$ cat src/rtl/if_fetch_queue_if.sv
// Fetch-queue bus: i-cache request/response, decode-side handshake, EX redirect.
// master = the queue, slave = the i-cache/decode/EX side.
interface if_fetch_queue_if #(
  parameter int XLEN  = 32,
  parameter int DEPTH = 4
);
  localparam int CW = $clog2(DEPTH) + 1;

  logic            fetch_req;
  logic [XLEN-1:0] fetch_addr;
  logic            imem_busywait;
  logic [XLEN-1:0] imem_rdata;
  logic            hold;
  logic            branch_sel;
  logic [XLEN-1:0] b_pc;
  logic            valid;
  logic [XLEN-1:0] pc_out;
  logic [XLEN-1:0] instr_out;
  logic [CW-1:0]   count;

  modport master (
    output fetch_req, fetch_addr, valid, pc_out, instr_out, count,
    input  imem_busywait, imem_rdata, hold, branch_sel, b_pc
  );

  modport slave (
    input  fetch_req, fetch_addr, valid, pc_out, instr_out, count,
    output imem_busywait, imem_rdata, hold, branch_sel, b_pc
  );
endinterface

$ cat src/rtl/if_fetch_queue.sv
// DEPTH-entry prefetch FIFO of {pc, instr} between the i-cache and IF/ID.
// Optional statistics counters enabled by defining FETCH_QUEUE_STATS_EN.
module if_fetch_queue #(
  parameter int               XLEN    = 32,
  parameter int               DEPTH   = 4,
  parameter logic [XLEN-1:0]  BOOT_PC = '0
) (
  input  logic                clk,
  input  logic                reset,
  if_fetch_queue_if.master    bus
`ifdef FETCH_QUEUE_STATS_EN
  ,
  output logic [31:0]         stat_empty_cyc,
  output logic [31:0]         stat_flushes,
  output logic [31:0]         stat_discards
`endif
);
  localparam int AW = $clog2(DEPTH);
  localparam int CW = AW + 1;

  typedef enum logic [0:0] {FETCH, DISCARD} state_t;

  state_t          state, state_nxt;
  logic [AW-1:0]   rd_ptr, wr_ptr;
  logic [CW-1:0]   count;
  logic [XLEN-1:0] fetch_pc, disc_addr;
  logic            miss_q;
  logic            in_flight, valid;
  logic            pop, push, fetch_req;
  logic [XLEN-1:0] fetch_addr;
  logic [XLEN-1:0] pc_mem  [DEPTH];
  logic [XLEN-1:0] ins_mem [DEPTH];

  assign valid     = (count != '0);
  // A miss is still in flight if last cycle's request stalled and the cache is still busy.
  assign in_flight = miss_q & bus.imem_busywait;

  always_comb begin
    state_nxt  = state;
    fetch_req  = 1'b0;
    fetch_addr = fetch_pc;
    pop        = 1'b0;
    push       = 1'b0;
    case (state)
      FETCH: begin
        pop       = valid & ~bus.hold & ~bus.branch_sel;
        fetch_req = ((count < CW'(DEPTH)) | pop) & ~bus.branch_sel & reset;
        push      = fetch_req & ~bus.imem_busywait;
        if (bus.branch_sel && in_flight) state_nxt = DISCARD;
      end
      DISCARD: begin
        // Keep the abandoned request alive until the cache answers, then drop it.
        fetch_req  = 1'b1;
        fetch_addr = disc_addr;
        if (!bus.imem_busywait) state_nxt = FETCH;
      end
      default: state_nxt = FETCH;
    endcase
  end

  always_ff @(posedge clk or negedge reset) begin
    if (!reset) begin
      state     <= FETCH;
      rd_ptr    <= '0;
      wr_ptr    <= '0;
      count     <= '0;
      fetch_pc  <= BOOT_PC;
      disc_addr <= BOOT_PC;
      miss_q    <= 1'b0;
    end else begin
      state  <= state_nxt;
      miss_q <= fetch_req & bus.imem_busywait;
      if (bus.branch_sel) begin
        rd_ptr   <= '0;
        wr_ptr   <= '0;
        count    <= '0;
        fetch_pc <= bus.b_pc;
        if (state == FETCH) disc_addr <= fetch_pc;
      end else begin
        if (push) begin
          wr_ptr   <= wr_ptr + 1'b1;
          fetch_pc <= fetch_pc + XLEN'(4);
        end
        if (pop) rd_ptr <= rd_ptr + 1'b1;
        if (push && !pop)      count <= count + 1'b1;
        else if (pop && !push) count <= count - 1'b1;
      end
    end
  end

  always_ff @(posedge clk) begin
    if (push) begin
      pc_mem[wr_ptr]  <= fetch_pc;
      ins_mem[wr_ptr] <= bus.imem_rdata;
    end
  end

  assign bus.fetch_req  = fetch_req;
  assign bus.fetch_addr = fetch_addr;
  assign bus.valid      = valid;
  assign bus.count      = count;
  assign bus.pc_out     = valid ? pc_mem[rd_ptr]  : '0;
  assign bus.instr_out  = valid ? ins_mem[rd_ptr] : '0;

`ifdef FETCH_QUEUE_STATS_EN
  always_ff @(posedge clk or negedge reset) begin
    if (!reset) begin
      stat_empty_cyc <= '0;
      stat_flushes   <= '0;
      stat_discards  <= '0;
    end else begin
      if (!valid && state == FETCH && stat_empty_cyc != '1) stat_empty_cyc <= stat_empty_cyc + 1'b1;
      if (bus.branch_sel && stat_flushes != '1)             stat_flushes   <= stat_flushes + 1'b1;
      if (state == FETCH && state_nxt == DISCARD && stat_discards != '1)
        stat_discards <= stat_discards + 1'b1;
    end
  end
`endif
endmodule

$ cat src/flat_wrapper.sv
// flat-port wrapper written by rule: the top's interface ports become plain ports
module if_fetch_queue_flat 
#(
  parameter int               XLEN    = 32,
  parameter int               DEPTH   = 4,
  parameter logic [XLEN-1:0]  BOOT_PC = '0
)
  (clk, reset, bus_fetch_req, bus_fetch_addr, bus_valid, bus_pc_out, bus_instr_out, bus_count, bus_imem_busywait, bus_imem_rdata, bus_hold, bus_branch_sel, bus_b_pc);
  if_fetch_queue_if #(.XLEN(XLEN), .DEPTH(DEPTH)) bus_i ();
  input  logic clk;
  input  logic reset;
  output wire logic [$bits(bus_i.fetch_req)-1:0] bus_fetch_req;
  output wire logic [$bits(bus_i.fetch_addr)-1:0] bus_fetch_addr;
  output wire logic [$bits(bus_i.valid)-1:0] bus_valid;
  output wire logic [$bits(bus_i.pc_out)-1:0] bus_pc_out;
  output wire logic [$bits(bus_i.instr_out)-1:0] bus_instr_out;
  output wire logic [$bits(bus_i.count)-1:0] bus_count;
  input wire logic [$bits(bus_i.imem_busywait)-1:0] bus_imem_busywait;
  input wire logic [$bits(bus_i.imem_rdata)-1:0] bus_imem_rdata;
  input wire logic [$bits(bus_i.hold)-1:0] bus_hold;
  input wire logic [$bits(bus_i.branch_sel)-1:0] bus_branch_sel;
  input wire logic [$bits(bus_i.b_pc)-1:0] bus_b_pc;
  assign bus_fetch_req = bus_i.fetch_req;
  assign bus_fetch_addr = bus_i.fetch_addr;
  assign bus_valid = bus_i.valid;
  assign bus_pc_out = bus_i.pc_out;
  assign bus_instr_out = bus_i.instr_out;
  assign bus_count = bus_i.count;
  assign bus_i.imem_busywait = bus_imem_busywait;
  assign bus_i.imem_rdata = bus_imem_rdata;
  assign bus_i.hold = bus_hold;
  assign bus_i.branch_sel = bus_branch_sel;
  assign bus_i.b_pc = bus_b_pc;
  if_fetch_queue #(.XLEN(XLEN), .DEPTH(DEPTH), .BOOT_PC(BOOT_PC)) u_core (.clk(clk), .reset(reset), .bus(bus_i));
endmodule
$ cat config.mk
export PLATFORM = sky130hd
export DESIGN_NAME = if_fetch_queue_flat
export DESIGN_NICKNAME = d
export VERILOG_FILES = /design/src/rtl/if_fetch_queue_if.sv /design/src/rtl/if_fetch_queue.sv /design/src/flat_wrapper.sv
export SDC_FILE = /design/constraint.sdc
export NUM_CORES = 1
export LEC_CHECK = 0
export ABC_AREA = 1
export CORE_ASPECT_RATIO = 0.6
export CORE_MARGIN = 5
export CORE_UTILIZATION = 56
export DETAILED_ROUTE_END_ITERATION = 10
export GPL_TIMING_DRIVEN = 0
export HOLD_SLACK_MARGIN = 0.08
export PLACE_DENSITY_LB_ADDON = 0.3
export SLEW_MARGIN = 20
export SYNTH_ARGS = -nofsm -noshare
export SYNTH_HDL_FRONTEND = slang
export SYNTH_SLANG_ARGS = --single-unit
export TNS_END_PERCENT = 1
$ cat constraint.sdc
create_clock -name clk -period 4.5 [get_ports clk]
set_input_delay 0.45 -clock clk [delete_from_list [all_inputs] [get_ports clk]]
set_output_delay 0.45 -clock clk [all_outputs]
set_load 0.1 [all_outputs]
* Yosys cells after proc, flatten, opt, wreduce, memory -nomap -nowiden
Memory sizes are Yosys's and may differ from the RTL's. Index checks and enable logic that the tools add are counted. W data, S select, Z words.
Operators by class: multiplexer cells 20, reduce and logical (&&, ||, !) cells 9, add/subtract/negate cells 5, magnitude comparators 1, bitwise logic cells 12
Operators by type and width (number):
- $mux W32 | 5
- $add A32 B3 Y32 const B | 1
- $mux W3 | 3
- $mux W2 | 4
- $and A1 B1 Y1 | 7
- $mux W1 | 6
- $reduce_bool A3 Y1 | 2
- $add A2 B1 Y2 const B | 2
- $not A1 Y1 | 4
- $pmux W1 S2 | 2
- $reduce_bool A2 Y1 | 2
- $add A3 B1 Y3 const B | 1
- $logic_and A1 B1 Y1 | 3
- $lt A3 B3 Y1 const B | 1
- $sub A3 B1 Y3 const B | 1
- $logic_not A1 Y1 | 2
- $or A1 B1 Y1 | 1
Word-level totals: RAM bits 256, output and inout bits 101, bits of input ports 69, bits in registers 73, memories 2
Memory list:
- u_core.ins_mem | depth 4, bits a word 32, rd ports 1, clocked after Yosys merged registers in 0, wr ports 1, line if_fetch_queue.sv:32 | logic [XLEN-1:0] ins_mem [DEPTH];
- u_core.pc_mem | depth 4, bits a word 32, rd ports 1, clocked after Yosys merged registers in 0, wr ports 1, line if_fetch_queue.sv:31 | logic [XLEN-1:0] pc_mem [DEPTH];

* Depth between registers and ports, before layout
Gate-level depths: netlist of the first run.
depth after elaboration 13, depth in mapped cells 12, gate-level depth less buffers 11

* Least setup slack after synthesis of the first run
Ideal clock, no wire load.
path type register -> register, from register u_core.count[2], in the netlist u_core.bus.count[2], to memory u_core.ins_mem[0][0] (enable), slack 0.078 ns, path buffers 1, data arrival time 3.935 ns, clock period less this slack 4.422 ns, cell stages (with the launch flop) 5, cells stage by stage dfrtp_1 > nand2_1 > nand3_2 > buf_4 > nor2_1
On the way: word-level cells in the longest chain between the ends 10, elaborated cells between the ends (all ways) 11, classes of those cells 1 x order compare; 3 x mux; 6 x bitwise; 1 x reduce/logical
RTL lines:
- from (decl) | line if_fetch_queue.sv:25 | logic [CW-1:0] count;
- from (signal assigned) | line if_fetch_queue.sv:85 | if (push && !pop) count <= count + 1'b1;
- from (signal assigned) | line if_fetch_queue.sv:86 | else if (pop && !push) count <= count - 1'b1;
- $reduce_bool A3 Y1 | line if_fetch_queue.sv:34 | assign valid = (count != '0);
- $and A1 B1 Y1 (2 in series) | line if_fetch_queue.sv:46 | pop = valid & ~bus.hold & ~bus.branch_sel;
- $or A1 B1 Y1 (*) | line if_fetch_queue.sv:47 | fetch_req = ((count < CW'(DEPTH)) | pop) & ~bus.branch_sel & reset;
- $and A1 B1 Y1 (*) (2 in series) | line if_fetch_queue.sv:47
- $and A1 B1 Y1 (*) | line if_fetch_queue.sv:48 | push = fetch_req & ~bus.imem_busywait;
- $mux W1 (*) | line if_fetch_queue.sv:44 | case (state)
- $mux W1 (*) | line if_fetch_queue.sv:92 | if (push) begin
- $mux W1 (not written as such) (*) | line if_fetch_queue.sv:94 | ins_mem[wr_ptr] <= bus.imem_rdata;
- to (decl) | line if_fetch_queue.sv:32
Mark *: on every way between the ends. The rest lies on a longest branch, timed or not.

* Worst setup path after layout of the first run
from register u_core.rd_ptr[0], to output bus_pc_out[22]
On the way: word-level cells in the longest chain between the ends 2
RTL lines:
- from (decl) | line if_fetch_queue.sv:24 | logic [AW-1:0] rd_ptr, wr_ptr;
- from (signal assigned) | line if_fetch_queue.sv:84 | if (pop) rd_ptr <= rd_ptr + 1'b1;
- $mem_v2 Z4 W32
- $mux W32 | line if_fetch_queue.sv:102 | assign bus.pc_out = valid ? pc_mem[rd_ptr] : '0;
- to (decl) | line flat_wrapper.sv:15 | output wire logic [$bits(bus_i.pc_out)-1:0] bus_pc_out;
Every way passes these cells.

==> results of run 1 <==
flip-flops by register name, indices dropped and copies added, names as in the netlist:
signal,flops
u_core.fetch_pc,32
u_core.bus.count,3
u_core.state,1
u_core.ins_mem,128
u_core.disc_addr,32
u_core.rd_ptr,2
u_core.pc_mem,128
u_core.miss_q,1
u_core.wr_ptr,2
synthesized netlist by cell type, types with 2 or more instances:
| cell type | n | share of area |
|---|---|---|
| sky130_fd_sc_hd__nand2_1 | 301 | 0.079 |
| sky130_fd_sc_hd__nand4_1 | 6 | 0.0026 |
| sky130_fd_sc_hd__buf_2 | 24 | 0.0084 |
| sky130_fd_sc_hd__buf_1 | 14 | 0.0037 |
| sky130_fd_sc_hd__inv_1 | 72 | 0.019 |
| sky130_fd_sc_hd__ha_1 | 5 | 0.0044 |
| sky130_fd_sc_hd__dfrtp_1 | 73 | 0.13 |
| sky130_fd_sc_hd__xor2_1 | 7 | 0.0043 |
| sky130_fd_sc_hd__nor2_2 | 6 | 0.0026 |
| sky130_fd_sc_hd__nand3_2 | 2 | 0.0014 |
| sky130_fd_sc_hd__o211ai_1 | 5 | 0.0026 |
| sky130_fd_sc_hd__inv_2 | 3 | 0.00079 |
| sky130_fd_sc_hd__buf_6 | 2 | 0.0016 |
| sky130_fd_sc_hd__nand3_1 | 30 | 0.010 |
| sky130_fd_sc_hd__clkbuf_1 | 30 | 0.0079 |
| sky130_fd_sc_hd__o21ai_0 | 186 | 0.065 |
| sky130_fd_sc_hd__o21ai_1 | 6 | 0.0021 |
| sky130_fd_sc_hd__edfxtp_1 | 256 | 0.54 |
| sky130_fd_sc_hd__o221ai_1 | 2 | 0.0012 |
| sky130_fd_sc_hd__nor2_1 | 296 | 0.078 |
| sky130_fd_sc_hd__nand2_2 | 6 | 0.0026 |
| sky130_fd_sc_hd__a21oi_1 | 67 | 0.023 |
| sky130_fd_sc_hd__nor2_4 | 8 | 0.0063 |
metrics by stage:
step | area (um2) | worst slack, ns | cells | hold WS (ns) | util
2_1_floorplan | 14300 | 0.0784 | 1419 | 0.154 | -
3_3_place_gp | 16400 | -4.68 | 1916 | 0.461 | 0.650
3_5_place_dp | 16800 | 1.09 | 1929 | 0.372 | 0.666
4_1_cts | 17800 | 0.459 | 1986 | 0.308 | 0.706
5_1_grt | 17800 | 0.349 | 1986 | 0.352 | 0.706
6_report | 17800 | 0.489 | 1986 | 0.330 | 0.706
repair_timing:
item                                    CTS  global route
setup buffers                             0             0
endpoints found under the setup margin    0             0
hold buffers                              1             0
resized for setup                         0             0
hold endpoints to repair                 21             0
routing by layer:
metal,part of all wire,global-route usage,routed length (um),vias to the layer above
met2,0.45,0.393,17200,505
met5,0,0,0,-
met1,0.43,0.383,16600,5328
li1,-,-,-,5192
met4,0.019,0.0547,744,0
met3,0.096,0.0704,3690,55
placed cells by master, fill, tap and decap left out, types with 12 or more instances in the layout:
| cell type | synthesis | routed |
|---|---|---|
| sky130_fd_sc_hd__nand2_1 | 301 | 301 |
| sky130_fd_sc_hd__nor2_1 | 296 | 292 |
| sky130_fd_sc_hd__edfxtp_1 | 256 | 256 |
| sky130_fd_sc_hd__o21ai_0 | 186 | 186 |
| sky130_fd_sc_hd__clkdlybuf4s50_1 | 0 | 167 |
| sky130_fd_sc_hd__dfrtp_1 | 73 | 73 |
| sky130_fd_sc_hd__inv_1 | 72 | 72 |
| sky130_fd_sc_hd__a21oi_1 | 67 | 67 |
| sky130_fd_sc_hd__clkbuf_1 | 30 | 34 |
| sky130_fd_sc_hd__clkbuf_16 | 0 | 31 |
| sky130_fd_sc_hd__nand3_1 | 30 | 30 |
| sky130_fd_sc_hd__buf_2 | 24 | 24 |
| sky130_fd_sc_hd__buf_1 | 14 | 14 |
| sky130_fd_sc_hd__buf_16 | 0 | 13 |
| sky130_fd_sc_hd__nor2_4 | 8 | 12 |
kinds of logic after synthesis:
kind of cell,count (synthesis)
AOI/OAI and AO/OA,268
xor gates and xnor gates,7
adders and majority gates,6
buffers and inverters,150
DFF,329
and+or+nand+nor,659
cell type report:
cell class              count  area (um2)
flip-flops and latches    329        9510
fillers                  1799        7400
multi-input cells         940        4190
repair buffers            182        2050
clock buffers              35         791
well taps                 329         412
plain buffers              73         344
inverters                  77         292
clock inverters            21         228
power groups by stage:
stage	Clock, mW	Sequential, mW	Combinational (mW)
2_1_floorplan	0	3.68	4.03
6_report	2.62	3.60	5.55
5_1_grt	2.77	3.61	5.80
3_3_place_gp	0	3.65	5.46
4_1_cts	2.65	3.59	5.56
3_5_place_dp	0	3.65	5.52
how the worst max path moves through the flow:
stage / start / endpoint / slack [ns]
after floorplan: u_core.bus.count[2] / u_core.ins_mem[0][0] / 0.08
after global placement: reset / u_core.ins_mem[3][10] / -4.68
after detailed placement: u_core.rd_ptr[0] / bus_pc_out[25] / 1.09
after CTS: u_core.rd_ptr[0] / bus_pc_out[22] / 0.46
after global routing: u_core.rd_ptr[0] / bus_pc_out[21] / 0.35
final: u_core.rd_ptr[0] / bus_pc_out[22] / 0.49
worst reg2reg max path: cells and delay by family, from the launching register on:
family,cells,cell delay [ns]
and+or+nand+nor,3,0.77
buffers and inverters,4,0.78
DFF,1,0.40
==> Implementation_results.wiki, run 1 <==
{| class="wikitable"
! Metric !! Value
|-
| Status || completed
|-
| Count of nets left with antenna violations after detail routing || 0
|-
| Share of synthesized area occupied by flip-flops and latches || 0.665
|-
| Fraction of the mapped netlist area in adder cells || 0.00577
|-
| Iteration-0 DRC count of the detailed router || ~1200
|-
| Inserted Diodes || 0
|-
| Post-synthesis average cell area || a little over 10 um2
|-
| Worst clock skew || roughly 0.015 ns
|-
| I/O pin cnt || between 150 and 200
|-
| Top Family by Delay on Critical Path || buffers and inverters
|-
| RSZ-0062 raised after global routing || no
|-
| Number of antenna violations at the first check in global routing || 0
|-
| Buffers plus inverters on the worst setup path || 4
|-
| Synth Area in Compound Gates || 0.0955
|-
| Chip Width || 216 um
|-
| Startpoint of the worst-slack reg-to-reg timing path || u_core.state
|-
| Total leakage power || about 6.8 nW
|-
| Cells after synthesis || between 1000 and 1500
|-
| Sum of net half-perimeters after detailed placement || around 26 mm
|-
| Area growth, synth to finish || 24.5%
|-
| Maximum vdd drop || 0.000864 V
|-
| Period utilization || 0.891
|-
| Setup slack of the most critical reg-to-reg path || 2.24 ns
|-
| Minimum clock period after layout || ~4 ns
|-
| Switching Share || 0.482
|-
| Net Sw Power || 5.67 mW
|-
| GRT Overall Usage || 0.259
|-
| Post-layout net count || 1708
|-
| Setup TNS || 0 ns
|-
| Areal power density over the cells || around 660 nW/um2
|-
| Actual transition at the worst max-transition pin || 1.04 ns
|-
| Share of cells above drive strength 1 || 0.0754
|-
| Maximum number of pins on one net before global-route repair || 53
|-
| Worst flop-to-flop path endpoint || u_core.ins_mem[3][12]
|-
| Highest clock frequency the design can meet || between 200 and 250 MHz
|-
| Slowest cell delay on critical path || about 1.2 ns
|-
| Setup violation total in the final timing report || 0
|-
| Net Count, Synth || between 1000 and 1500
|-
| Number of global-route vias before repair || between 10000 and 15000
|-
| Via-per-instance ratio || ~5.6
|-
| Combinational family with the most area after synthesis || simple AND/OR/NAND/NOR gates
|-
| Power share of the sequential group || 0.306
|-
| Share of synthesized cell area in and, or, nand and nor gates || 0.185
|-
| Number of clock sinks || around 330
|-
| Synth Area in XOR/XNOR || 0.00428
|-
| Clock buffer depth || 3
|-
| Largest fanout of any net on the critical path || 10
|-
| Synth async-reset ratio || 0.222
|-
| Path depth of the worst reg2reg path || 7
|-
| Tot Pwr || ~12 mW
|-
| Fraction of power consumed by combinational cells || 0.472
|-
| Cell with the largest stage delay on the worst path || sky130_fd_sc_hd__clkdlybuf4s50_1
|-
| Launching element type of the critical path || register
|-
| DRC violation count after routing || 0
|-
| Clock input transition at the sequential cells of the worst setup and hold paths || approximately 0.070 ns
|-
| Standard-cell row count || 45
|-
| Total vias in the final route || ~11000
|-
| Hold Path Class || input pin to asynchronous set/reset pin
|-
| Final count of pins violating max slew || 0
|-
| Type of destination of the critical path || output pin
|-
| Number of CTS-inserted buffers || 30
|-
| Worst-path cell chain || inv_2 -> buf_2 -> clkbuf_1 -> o21ai_0 -> a21oi_1 -> clkdlybuf4s50_1
|-
| Synthesis warning total || 0
|-
| Level count of the clock H-tree || 1
|-
| Total iterations of the first detailed-routing run || 7
|-
| Routability Congestion || approximately 0.98
|-
| Count of final hold-check violations || 0
|-
| Count of flip-flops with a built-in enable after synthesis || around 260
|-
| Floorplan die height || between 100 and 150 um
|-
| Total standard cell area after synthesis || 14300 um2
|-
| Total die area || 29000 um2
|-
| Internal power summed over all cells || just over 6 mW
|-
| Wirelength, routed || between 30 and 40 mm
|-
| Multiplexer fraction of the synthesized cell area || 0
|-
| Prevailing post-synth register cell || sky130_fd_sc_hd__edfxtp_1
|-
| Worst-Skew Late Latency || between 0.5 and 0.6 ns
|-
| Synthesis-stage register bit count || 329
|-
| Clock tree root buffer cell || sky130_fd_sc_hd__clkbuf_16
|-
| Req. time, crit path || roughly 4 ns
|-
| CTS tree || done
|-
| Total core area || about 25000 um2
|-
| Effective utilization at floorplan || 0.567
|-
| Global-route wire length before repair || slightly below 60 mm
|-
| Critical path class || register to output pin
|-
| Data arrival time of the critical path || 3.56 ns
|-
| Final global-route overflow total || 0
|-
| Stages on worst setup path || 6
|-
| Routed wirelength normalized by instance count || between 15 and 20 um
|-
| Max-Cap Viols || 0
|-
| Fraction of power consumed by the clock network || 0.222
|-
| Number of distinct library cell variants in the gate-level netlist after synthesis || 35
|-
| I/O Buffers || around 170
|-
| Relative max-transition margin || 0.302
|}
Power figures use the tool's default switching activity.
==> run 2: changes to the inputs <==
SLEW_MARGIN = 40   (was 20)
==> run 2 against run 1 <==
Register-to-register slack better by 0.14 ns. Routed wire length up 0.14%. First-iteration DRC count increased by 4.9%. Via count up 0.14%. Utilization down 2.1 points. Combinational power down 7.2%. Fmax is 23% higher. Clock power fell by 3%. Critical path depth is the same. Non-clock buffer count rose by 4. Final cell count up 0.20%. Cell area decreased by 3.0%. Highest routed layer is now met5.
==> Implementation_results.wiki, run 2 (synthesis results as in run 1) <==
{| class="wikitable"
! Metric !! Value
|-
| DRC violation count after routing || 0
|-
| Type of destination of the critical path || output pin
|-
| Floorplan die height || 134 um
|-
| Area growth, synth to finish || 20.8%
|-
| Setup violation total in the final timing report || 0
|-
| Most frequent cells in the layout || 301 x sky130_fd_sc_hd__nand2_1, 292 x sky130_fd_sc_hd__nor2_1, 256 x sky130_fd_sc_hd__edfxtp_1, 186 x sky130_fd_sc_hd__o21ai_0, 125 x sky130_fd_sc_hd__buf_2
|-
| Total leakage power || slightly below 7 nW
|-
| Capture point of the critical path || bus_pc_out[21]
|-
| Via-per-instance ratio || 5.58
|-
| Minimum clock period after layout || about 3.3 ns
|-
| Worst setup path startpoint || u_core.rd_ptr[0]
|-
| Count of nets left with antenna violations after detail routing || 0
|-
| Met3 Use GR || 0.0668
|-
| Total vias in the final route || ~11000
|-
| Worst-Skew Late Latency || ~0.57 ns
|-
| Fin util || 0.685
|-
| Total iterations of the first detailed-routing run || 7
|-
| Setup TNS || 0 ns
|-
| Post-route non-filler standard cell count || 1990
|-
| Effective utilization at floorplan || 0.567
|-
| I/O Buffers || between 150 and 200
|-
| Maximum vdd drop || around 0.00065 V
|-
| Iteration-0 DRC count of the detailed router || roughly 1300
|-
| Number of antenna violations at the first check in global routing || 1
|-
| Number of placed instances with taps included || 1933
|-
| Status || completed
|-
| Global-route wire length before repair || between 50 and 60 mm
|-
| Slack of the critical path || 1.24 ns
|-
| CTS tree || done
|-
| Final count of pins violating max slew || 0
|-
| Met2 Resource Use GR || 0.390
|-
| Placed Instance Area || 16300 um2
|-
| Share of cells above drive strength 1 || 0.134
|-
| Total die area || 29000 um2
|-
| Post-layout net count || approximately 1700
|-
| Clock tree root buffer cell || sky130_fd_sc_hd__clkbuf_16
|-
| Final global-route overflow total || 0
|-
| Req. time, crit path || slightly above 4 ns
|-
| Startpoint of the worst-slack reg-to-reg timing path || u_core.state
|-
| Count of final hold-check violations || 0
|-
| Highest clock frequency the design can meet || 306 MHz
|-
| Clock input transition at the sequential cells of the worst setup and hold paths || around 0.070 ns
|-
| Largest fanout of any net on the critical path || 10
|-
| Number of global-route vias before repair || between 10000 and 15000
|-
| Worst slack after detailed placement || 1.87 ns
|-
| Setup slack of the most critical reg-to-reg path || between 2 and 2.5 ns
|-
| Period utilization || 0.725
|-
| Number of clock sinks || around 330
|-
| Critical path class || register to output pin
|-
| Number of CTS-inserted buffers || 31
|-
| Data arrival time of the critical path || between 2 and 3 ns
|-
| Registers with the most flip-flops || u_core.ins_mem (128), u_core.pc_mem (128)
|-
| Inserted Diodes || 0
|-
| Tot Pwr || 11.3 mW
|-
| Path depth of the worst reg2reg path || 7
|-
| Final-layout worst hold slack || 0.296 ns
|-
| Total core area || 25200 um2
|-
| Level count of the clock H-tree || 1
|-
| Max-Cap Viols || 0
|-
| Launching element type of the critical path || register
|-
| Clock buffer depth || 3
|-
| Met1 Use GR || 0.386
|-
| I/O pin cnt || 170
|-
| Chip Width || around 220 um
|-
| Post-CTS repair timing setup buffer count || 0
|-
| Maximum number of pins on one net before global-route repair || 54
|-
| Wirelength, routed || 38.3 mm
|-
| Finished Cell Area || approximately 17000 um2
|-
| Worst flop-to-flop path endpoint || u_core.ins_mem[2][31]
|-
| GRT Overall Usage || 0.259
|-
| Areal power density over the cells || around 650 nW/um2
|-
| Worst clock skew || 0.0188 ns
|-
| Sum of net half-perimeters after detailed placement || ~27 mm
|-
| CTS-repair resized insts || 0
|-
| Routed wirelength normalized by instance count || approximately 19 um
|-
| Routability Congestion || 0.980
|-
| RSZ-0062 raised after global routing || no
|-
| Busiest layer in global routing || met2
|-
| Relative max-transition margin || 0.603
|-
| Standard-cell row count || 45
|-
| Leading cell type in the layout, fill and taps excluded || sky130_fd_sc_hd__nand2_1
|-
| Actual transition at the worst max-transition pin || 0.596 ns
|-
| Hold Path Class || input pin to asynchronous set/reset pin
|}
run 2: cell types whose count changed in the layout (fill, tap and decap cells not counted):
cell / before / now
sky130_fd_sc_hd__clkinv_2: 8 / 4
sky130_fd_sc_hd__clkinv_4: 2 / 1
sky130_fd_sc_hd__bufinv_16: 4 / 3
sky130_fd_sc_hd__buf_6: 2 / 3
sky130_fd_sc_hd__clkinvlp_4: 3 / 2
sky130_fd_sc_hd__buf_8: 1 / 8
sky130_fd_sc_hd__buf_16: 13 / 10
sky130_fd_sc_hd__buf_2: 24 / 125
sky130_fd_sc_hd__clkinv_1: 4 / 9
sky130_fd_sc_hd__buf_4: 2 / 1
sky130_fd_sc_hd__clkbuf_1: 34 / 37
sky130_fd_sc_hd__clkinv_8: 1 / 0
sky130_fd_sc_hd__clkdlybuf4s50_1: 167 / 66
run 2: cell type report:
| type | count | area, um2 |
|---|---|---|
| Multi-Input combinational cell | 940 | 4190 |
| Timing Repair Buffer | 186 | 1570 |
| Buffer | 73 | 344 |
| Sequential cell | 329 | 9510 |
| Clock inverter | 18 | 164 |
| Clock buffer | 38 | 802 |
| Inverter | 77 | 292 |
| Fill cell | 1884 | 7940 |
| Tap cell | 329 | 412 |
run 2: worst max-delay path: stages (launching register included):
cell	delay (ns)
sky130_fd_sc_hd__dfrtp_1	0.42
sky130_fd_sc_hd__inv_2	0.12
sky130_fd_sc_hd__buf_2	0.26
sky130_fd_sc_hd__clkbuf_1	0.45
sky130_fd_sc_hd__o21ai_0	0.21
sky130_fd_sc_hd__a21oi_1	0.30
sky130_fd_sc_hd__buf_2	0.49
run 2: where the power goes:
part | switching, mW | internal [mW]
Combinational | 4.37 | 0.774
Clock | 1.11 | 1.43
Sequential | 0.145 | 3.45
run 2: timing repair:
item / 4_1_cts / 5_1_grt
endpoints found under the setup margin: 0 / 0
hold buffers: 1 / 0
hold endpoints to repair: 73 / 0
run 2: routing by layer:
metal / wire, um / up-vias
met3: 3720 / 65
met4: 833 / 2
li1: - / 5194
met1: 16500 / 5328
met5: 14 / -
met2: 17200 / 507
run 2: worst min path at each step:
stage	from	endpoint	slack [ns]	cells after the start
final	reset	u_core.disc_addr[2]	0.30	2
after global routing	reset	u_core.fetch_pc[9]	0.31	2
after CTS	reset	u_core.disc_addr[2]	0.29	2
after detailed placement	reset	u_core.disc_addr[2]	0.32	1
after global placement	u_core.disc_addr[12]	u_core.disc_addr[12]	0.46	2
after floorplan	reset	u_core.bus.count[0]	0.15	0
